## src/rtl/dice_turn_ctrl_pkg.sv

```systemverilog
// Shared types and constants for the two-player dice turn controller.
package dice_pkg;

  localparam int unsigned DIE_W = 4;
  localparam logic [DIE_W-1:0] DIE_MIN = 4'd1;
  localparam logic [DIE_W-1:0] DIE_MAX = 4'd6;

  typedef enum logic [1:0] {
    ST_IDLE    = 2'd0,
    ST_ROLLING = 2'd1,
    ST_SETTLE  = 2'd2,
    ST_DONE    = 2'd3
  } state_e;

  function automatic logic die_in_range(input logic [DIE_W-1:0] v);
    return (v >= DIE_MIN) && (v <= DIE_MAX);
  endfunction

endpackage

```

## src/rtl/dice_turn_ctrl_roll_timer.sv

```systemverilog
// Saturating roll-length counter: start loads 1, run counts up to MIN_ROLL_CYCLES.
module roll_timer #(
  parameter int unsigned MIN_ROLL_CYCLES = 8
) (
  input  logic clock,
  input  logic reset,
  input  logic clear_i,
  input  logic start_i,
  input  logic run_i,
  output logic done_o
);

  localparam int unsigned CW = $clog2(MIN_ROLL_CYCLES + 1);
  localparam logic [CW-1:0] MIN_L = CW'(MIN_ROLL_CYCLES);

  logic [CW-1:0] cnt_q;
  logic [CW-1:0] cnt_d;

  always_comb begin
    cnt_d = cnt_q;
    if (clear_i) begin
      cnt_d = '0;
    end else if (start_i) begin
      cnt_d = CW'(1);
    end else if (run_i && (cnt_q < MIN_L)) begin
      cnt_d = cnt_q + CW'(1);
    end
  end

  always_ff @(posedge clock or negedge reset) begin
    if (!reset) begin
      cnt_q <= '0;
    end else begin
      cnt_q <= cnt_d;
    end
  end

  assign done_o = (cnt_q >= MIN_L);

endmodule

```

## src/rtl/dice_turn_ctrl.sv

```systemverilog
// Two-player turn sequencer: grants the die, times the roll, scores the face
// value, alternates turns and latches the winner.
module dice_turn_ctrl
  import dice_pkg::*;
#(
  parameter int unsigned MIN_ROLL_CYCLES = 8,
  parameter int unsigned WIN_SCORE       = 20,
  parameter int unsigned SCORE_W         = 6
) (
  input  logic               clock,
  input  logic               reset,
  input  logic               new_game,
  input  logic [1:0]         req,
  input  logic [DIE_W-1:0]   die_value,
  output logic               die_roll,
  output logic               turn,
  output logic               result_valid,
  output logic [DIE_W-1:0]   result_value,
  output logic [SCORE_W-1:0] p0_score,
  output logic [SCORE_W-1:0] p1_score,
  output logic               winner_valid,
  output logic               winner
);

  localparam logic [SCORE_W-1:0] WIN_L = SCORE_W'(WIN_SCORE);

  state_e             state_q;
  logic               die_roll_q;
  logic               turn_q;
  logic               result_valid_q;
  logic [DIE_W-1:0]   result_value_q;
  logic [SCORE_W-1:0] p0_q;
  logic [SCORE_W-1:0] p1_q;
  logic               winner_valid_q;
  logic               winner_q;

  logic               req_cur;
  logic               timer_start;
  logic               timer_run;
  logic               timer_done;
  logic [SCORE_W-1:0] cur_score;
  logic [SCORE_W-1:0] add_val;
  logic [SCORE_W:0]   sum;
  logic [SCORE_W-1:0] score_d;

  // Only the granted player's button matters; the other is never queued.
  always_comb begin
    req_cur     = req[turn_q];
    timer_start = (state_q == ST_IDLE) && req_cur;
    timer_run   = (state_q == ST_ROLLING);
    cur_score   = turn_q ? p1_q : p0_q;
    add_val     = die_in_range(die_value) ? SCORE_W'(die_value) : '0;
    sum         = {1'b0, cur_score} + {1'b0, add_val};
    score_d     = sum[SCORE_W] ? '1 : sum[SCORE_W-1:0];
  end

  roll_timer #(
    .MIN_ROLL_CYCLES(MIN_ROLL_CYCLES)
  ) u_roll_timer (
    .clock  (clock),
    .reset  (reset),
    .clear_i(new_game),
    .start_i(timer_start),
    .run_i  (timer_run),
    .done_o (timer_done)
  );

  always_ff @(posedge clock or negedge reset) begin
    if (!reset) begin
      state_q        <= ST_IDLE;
      die_roll_q     <= 1'b0;
      turn_q         <= 1'b0;
      result_valid_q <= 1'b0;
      result_value_q <= '0;
      p0_q           <= '0;
      p1_q           <= '0;
      winner_valid_q <= 1'b0;
      winner_q       <= 1'b0;
    end else if (new_game) begin
      state_q        <= ST_IDLE;
      die_roll_q     <= 1'b0;
      turn_q         <= 1'b0;
      result_valid_q <= 1'b0;
      result_value_q <= '0;
      p0_q           <= '0;
      p1_q           <= '0;
      winner_valid_q <= 1'b0;
      winner_q       <= 1'b0;
    end else begin
      result_valid_q <= 1'b0;
      case (state_q)
        ST_IDLE: begin
          if (req_cur) begin
            state_q    <= ST_ROLLING;
            die_roll_q <= 1'b1;
          end
        end
        ST_ROLLING: begin
          if (!req_cur && timer_done) begin
            state_q    <= ST_SETTLE;
            die_roll_q <= 1'b0;
          end
        end
        ST_SETTLE: begin
          result_value_q <= die_value;
          result_valid_q <= 1'b1;
          if (turn_q) begin
            p1_q <= score_d;
          end else begin
            p0_q <= score_d;
          end
          // Turn toggles here, so a button held through SETTLE cannot re-roll.
          if (score_d >= WIN_L) begin
            state_q        <= ST_DONE;
            winner_valid_q <= 1'b1;
            winner_q       <= turn_q;
          end else begin
            state_q <= ST_IDLE;
            turn_q  <= ~turn_q;
          end
        end
        ST_DONE: begin
          state_q <= ST_DONE;
        end
        default: begin
          state_q <= ST_IDLE;
        end
      endcase
    end
  end

  assign die_roll     = die_roll_q;
  assign turn         = turn_q;
  assign result_valid = result_valid_q;
  assign result_value = result_value_q;
  assign p0_score     = p0_q;
  assign p1_score     = p1_q;
  assign winner_valid = winner_valid_q;
  assign winner       = winner_q;

endmodule

```

## config.mk

```make
export PLATFORM = sky130hd
export DESIGN_NAME = dice_turn_ctrl
export DESIGN_NICKNAME = d
export VERILOG_FILES = /design/src/rtl/dice_turn_ctrl_pkg.sv /design/src/rtl/dice_turn_ctrl_roll_timer.sv /design/src/rtl/dice_turn_ctrl.sv
export SDC_FILE = /design/constraint.sdc
export NUM_CORES = 1
export LEC_CHECK = 0
export ABC_CLOCK_PERIOD_IN_PS = 3600
export CAP_MARGIN = 20
export CORE_ASPECT_RATIO = 0.75
export CORE_MARGIN = 5
export CORE_UTILIZATION = 35
export CTS_CLUSTER_SIZE = 12
export DETAILED_ROUTE_END_ITERATION = 12
export PLACE_DENSITY = 0.55
export SLEW_MARGIN = 20
export SYNTH_ARGS = -nofsm -noshare
export SYNTH_HDL_FRONTEND = slang
export SYNTH_SLANG_ARGS = --single-unit
```

## constraint.sdc

```tcl
create_clock -name clock -period 3.6 [get_ports clock]
set_clock_uncertainty 0.1 [all_clocks]
set_input_delay 1.08 -clock clock [delete_from_list [all_inputs] [get_ports clock]]
set_output_delay 1.08 -clock clock [all_outputs]
set_load 0.02 [all_outputs]
```

==> results of run 1 <==
cell families after synthesis:
kind of cell | count (synthesis) | share of synthesized area, %
flops | 27 | 41.70
xor+xnor | 2 | 1.081
buf+inv | 14 | 3.707
compound gates | 43 | 19.07
simple gates | 60 | 17.84
other cells | 1 | 0.2314
mux | 14 | 10.50
fa+ha+maj | 7 | 5.869
worst min-delay path, cell delays in order (launching register included):
cell and delay [ns]:
sky130_fd_sc_hd__dfrtp_1 0.37, sky130_fd_sc_hd__nand2_1 0.06, sky130_fd_sc_hd__o31ai_1 0.06
layout make-up:
class / instances / area (um2)
fill: 433 / 2338
sequential: 27 / 675.6
multi-input combinational: 127 / 917.1
clock buffer: 4 / 45.04
timing repair buffer: 42 / 392.9
inverter: 7 / 26.28
tap: 57 / 71.32
Yosys cell counts, drive strengths merged (2+ instances only):
library cell	n
ha	6
a211oi	6
o21ai	7
mux2i	3
o31ai	6
nand2	21
nor2b	3
a21oi	15
dfrtp	27
mux2	11
a21o	2
nor2	22
inv	7
clkbuf	6
o211ai	2
nor3	4
through the flow:
| stage | TNS [ns] | hold WS [ns] | setup slack, ns | instance area (um2) |
|---|---|---|---|---|
| floorplan | 0 | 0.4036 | 0.1819 | 1620 |
| global placement | -0.9847 | 0.3880 | -0.2370 | 2046 |
| detailed placement | -1.614 | 0.4019 | -0.2940 | 2046 |
| CTS | 0 | 0.4246 | 0.02783 | 2093 |
| global route | 0 | 0.4613 | 0.008848 | 2128 |
| finish | 0 | 0.4130 | 0.07562 | 2128 |
timing repair:
action                                  4_1_cts  5_1_grt
gates resized for setup                       1        8
pin swaps                                     0        4
endpoints found under the setup margin        1        8
cloned                                        0        0
state kept, by name, indices dropped and copies added (netlist names):
signal              count
p0_score                6
p1_score                6
result_value            4
u_roll_timer.cnt_q      4
state_q                 2
die_roll                1
result_valid            1
turn                    1
winner                  1
winner_valid            1
layer usage:
layer | track usage, % | part of all wire, %
met1 | 18.09 | 47
met2 | 22.01 | 46
met3 | 4.038 | 6.2
met4 | 2.075 | 0.32
met5 | 0 | 0
how the worst max path moves through the flow:
stage                      start    to  slack (ns)
floorplan                   turn  turn        0.18
global placement    die_value[2]  turn       -0.24
detailed placement  die_value[2]  turn       -0.29
CTS                 die_value[0]  turn        0.03
global route        die_value[2]  turn       0.009
finish              die_value[2]  turn        0.08
where the power goes:
| part | internal, mW | switching (mW) |
|---|---|---|
| sequential | 0.323 | 0.0169 |
| combinational | 0.114 | 0.124 |
| clock | 0.0794 | 0.0960 |
| total | 0.517 | 0.237 |
==> impl_metrics.yaml, run 1 <==
detailed_routing:
  routed_wirelength_um: 3752
  detail_route_antenna_nets: 0
  post_drt_wl_per_cell_um: 14.21
  vias_per_cell: 5.083
  detailroute.via_count: 1342
  drtIter0Drc: 74
  drc: 0
  first_pass_iters: 4
layout:
  fin_nets: 224
  drive_gt1_share_pct: 21.26
  n_antenna_cell: 0
  post_layout_nonfiller_instances: 264
  layout.cells.most_common_list: "27 x sky130_fd_sc_hd__dfrtp_1, 27 x sky130_fd_sc_hd__clkdlybuf4s50_1, 21 x sky130_fd_sc_hd__nand2_1"
  layout.core_utilization_pct: 47.65
  synthToLayoutAreaGrowth_pct: 31.35
global_routing:
  grt_antenna_before_repair: 0
  overflow_left_after_global_routing: 0
  grt_first_pass_wirelength_um: 6258
  grt_util_all_layers_pct: 13.48
  grt_pass1_vias: 1314
  grt_start_max_net_pins: 28
logic_synthesis:
  post-synth-top-area-cell: "sky130_fd_sc_hd__dfrtp_1"
  synth_seq_area_share_pct: 41.70
  post-synth-top-area-fraction_pct: 41.70
  postSynth.asyncResetShare_pct: 100.0
  number_of_nets_in_the_synthesized_netlist: 184
  synthesized_instance_count: 168
  synth_cell_type_count: 44
  synth-main-ff-cell: "sky130_fd_sc_hd__dfrtp_1"
  postSynthAreaPerCell_um2: 9.645
  synth_enable_flop_cells: 0
  ys_top_cells_by_area: "sky130_fd_sc_hd__dfrtp_1 42%, sky130_fd_sc_hd__mux2_2 6.9%, sky130_fd_sc_hd__nand2_1 4.9%"
  synth-warning-count: 0
  post_synth_instance_area_mm2: 0.001620
  yosys_register_bits: 27
clock_network:
  tritoncts_clock_tree: "done"
  cts.sinks: 27
  cts-htree-levels: 1
  cts_setup_buffers: 0
  clk-insertion-delay-late_ns: 0.27
  cts_root_buf: "sky130_fd_sc_hd__clkbuf_8"
  cts-hold-fix-buffers: 0
  cts_made_buffers: 3
  path_clk_slew_ns: 0.09
  clockBufferDepth: 2
worst_setup_path:
  required_ns: 3.66
  cp_max_fo: 4
  reg2reg_from: "turn"
  cp.buffers_inverters: 1
  worstSetupPathType: "in -> reg"
  critPathTopFamily: "simple AND/OR/NAND/NOR gates"
  worst_setup_path_end_kind: "register"
  reg2regPathDepth: 9
  timing.rr.end: "turn"
  cp-start-kind: "input pin"
  worst_ep_arrival_time_ns: 3.59
  timing.reg2reg.setup_slack_ns: 0.66
  worst_path_largest_cell_delay_ns: 0.54
  crit_path_top_delay_cell: "sky130_fd_sc_hd__clkdlybuf4s50_1"
  ordered_list_of_cells_on_the_worst_path: "clkdlybuf4s50_1, a211oi_2, ha_2, fa_2, xnor2_2, or4b_1, nand4_2, o211ai_4, nor2_4, mux2_4"
  critical_path_depth: 10
placed_design:
  dpl.cell_count: 260
  port_buffers: 29
  hpwlAfterDp_um: 2915
  last_weighted_congestion_value_of_the_routability_driven_placer: 0.8426
timing:
  timing.slew.headroom_pct: 63.90
  finalCritPeriodShare_pct: 97.90
  tightest_slew_ns: 0.5404
  final_period_minus_worst_setup_slack_ns: 3.524
  maxSlewViolCount: 0
  max_freq_mhz: 283.7
  final-setup-viol-count: 0
  rsz0062_at_grt: "false"
  fin_hold_viols: 0
floorplanning:
  die_width_um: 88.57
  initial_utilization_pct: 36.27
  fp.dieH_um: 68.93
  boundaryPins: 30
  site_rows: 21
  floorplan.die_area_mm2: 0.006104
  coreArea_mm2: 0.004467
run:
  cap_viol_max_count: 0
pwr:
  powerDensity_mw_per_mm2: 353.8
  leakagePower_nw: 0.9198
  power.total_mw: 0.7531
  peak_vdd_ir_v: 0.0001755
worst_hold_path:
  worst_hold_startpoint: "p1_score[0]"
  min_delay_worst_endpoint: "p1_score[0]"
  timing.hold.worst.class: "reg -> reg"
  hold-path-cell-count: 2
outcome:
  status: "finished clean"
No activity file was read; power rests on OpenSTA's default activity.
==> run 2, diff against run 1 <==
--- a/config.mk
+++ b/config.mk
@@ -5,9 +5,8 @@
 export SDC_FILE = /design/constraint.sdc
 export NUM_CORES = 1
 export LEC_CHECK = 0
-export ABC_CLOCK_PERIOD_IN_PS = 3600
 export CAP_MARGIN = 20
-export CORE_ASPECT_RATIO = 0.75
+export CORE_ASPECT_RATIO = 2
 export CORE_MARGIN = 5
 export CORE_UTILIZATION = 35
 export CTS_CLUSTER_SIZE = 12
==> impl_metrics.yaml, run 2 (synthesis results as in run 1) <==
clock_network:
  tritoncts_clock_tree: "done"
  cts_root_buf: "sky130_fd_sc_hd__clkbuf_8"
  clk-insertion-delay-late_ns: 0.27
  cts_made_buffers: 3
  path_clk_slew_ns: 0.09
  cts.sinks: 27
  clockBufferDepth: 2
  cts-htree-levels: 1
  cts-hold-fix-buffers: 0
pwr:
  internal_power_mw: 0.5186
  powerDensity_mw_per_mm2: 349.2
  net-switching-power_mw: 0.2348
  power_frac_seq_pct: 45.0
  p_sw_share_pct: 31.17
  share_comb_of_total_power_pct: 32.0
  leakagePower_nw: 0.9349
  power.total_mw: 0.7533
  peak_vdd_ir_v: 0.0002477
  power_frac_clock_pct: 22.9
global_routing:
  grt_pass1_vias: 1507
  grt_util_all_layers_pct: 15.02
  grt_start_max_net_pins: 28
  grt_first_pass_wirelength_um: 7148
  overflow_left_after_global_routing: 0
  grt_antenna_before_repair: 0
worst_setup_path:
  worst_setup_path_end_kind: "register"
  cp-start-kind: "input pin"
  required_ns: 3.66
  worst_ep_arrival_time_ns: 3.58
  worstSetupPathType: "in -> reg"
  cp_max_fo: 4
layout:
  fin_nets: 228
  synthToLayoutAreaGrowth_pct: 33.13
  layout.core_utilization_pct: 47.36
  post_layout_nonfiller_instances: 266
  post_route_standard_cell_area_excluding_fillers_mm2: 0.002157
  n_antenna_cell: 0
  drive_gt1_share_pct: 23.22
  layout.cells.most_common_list: "27 x sky130_fd_sc_hd__dfrtp_1, 27 x sky130_fd_sc_hd__clkdlybuf4s50_1, 21 x sky130_fd_sc_hd__nand2_1"
floorplanning:
  die_width_um: 58.11
  initial_utilization_pct: 35.58
  floorplan.die_area_mm2: 0.006172
  fp.dieH_um: 106.2
  boundaryPins: 30
  site_rows: 35
  coreArea_mm2: 0.004554
timing:
  fin_setup_tns_ns: 0
  timing.slew.headroom_pct: 57.11
  finalCritPeriodShare_pct: 97.88
  final-setup-viol-count: 0
  final_period_minus_worst_setup_slack_ns: 3.524
  maxSlewViolCount: 0
  hold-worst-slack_ns: 0.4104
  tightest_slew_ns: 0.6414
  post-route-worst-setup-slack_ns: 0.07647
  max_freq_mhz: 283.8
  fin_hold_viols: 0
outcome:
  status: "finished clean"
placed_design:
  hpwlAfterDp_um: 3252
  port_buffers: 29
  last_weighted_congestion_value_of_the_routability_driven_placer: 0.7905
  placement.setup.worst_slack_ns: -0.3044
  dpl.cell_count: 260
  post_dp_area_mm2: 0.002058
worst_hold_path:
  timing.hold.worst.class: "reg -> reg"
detailed_routing:
  drtIter0Drc: 16
  detail_route_antenna_nets: 0
  routed_wirelength_um: 4160
  drc: 0
  detailroute.via_count: 1384
  vias_per_cell: 5.203
  first_pass_iters: 4
  post_drt_wl_per_cell_um: 15.64
run:
  cap_viol_max_count: 0
-- run 2: worst paths after layout --
path | startpoint | to | slack (ns) | depth (start not counted)
max in group asynchronous | reset | state_q[0] | 2.06 | 2
min in group asynchronous | reset | result_value[2] | 1.06 | 2
hold / removal | winner_valid | winner_valid | 0.41 | 2
setup / recovery | die_value[2] | turn | 0.08 | 11
hold reg to reg | winner_valid | winner_valid | 0.41 | 2
setup reg to reg | turn | winner | 0.65 | 11
-- run 2: worst max-delay path: stages --
cell and delay, ns:
sky130_fd_sc_hd__clkdlybuf4s50_1 0.54, sky130_fd_sc_hd__buf_4 0.14, sky130_fd_sc_hd__inv_1 0.04, sky130_fd_sc_hd__a211oi_2 0.15, sky130_fd_sc_hd__ha_2 0.33, sky130_fd_sc_hd__xnor2_1 0.19
sky130_fd_sc_hd__or4b_4 0.48, sky130_fd_sc_hd__nand4_2 0.11, sky130_fd_sc_hd__o211ai_4 0.11, sky130_fd_sc_hd__nor2_4 0.12, sky130_fd_sc_hd__mux2_4 0.30
-- run 2: power groups by stage --
stage / sequential (mW) / clock, mW / combinational [mW]
2_1_floorplan: 0.365 / 0 / 0.110
3_3_place_gp: 0.344 / 0 / 0.230
3_5_place_dp: 0.346 / 0 / 0.234
4_1_cts: 0.340 / 0.181 / 0.235
5_1_grt: 0.343 / 0.195 / 0.266
6_report: 0.339 / 0.173 / 0.241
-- run 2: repair_timing --
item	in CTS	in global routing
gates resized for setup	0	11
setup buffers	0	2
setup endpoints to repair	0	10
-- run 2: cell type report --
class / instances / area [um2]
multi-input cells: 127 / 918.4
well taps: 55 / 68.82
inverters: 7 / 26.28
flip-flops and latches: 27 / 675.6
fillers: 460 / 2397
clock buffers: 4 / 45.04
repair buffers: 46 / 422.9
-- run 2: metal layers --
layer	GRT usage, %	vias to the layer above	part of all wire [%]
li1	-	677	-
met1	14.78	678	36
met3	1.944	7	2.6
met5	0	-	0
met4	5.970	0	2.0
met2	29.69	22	59
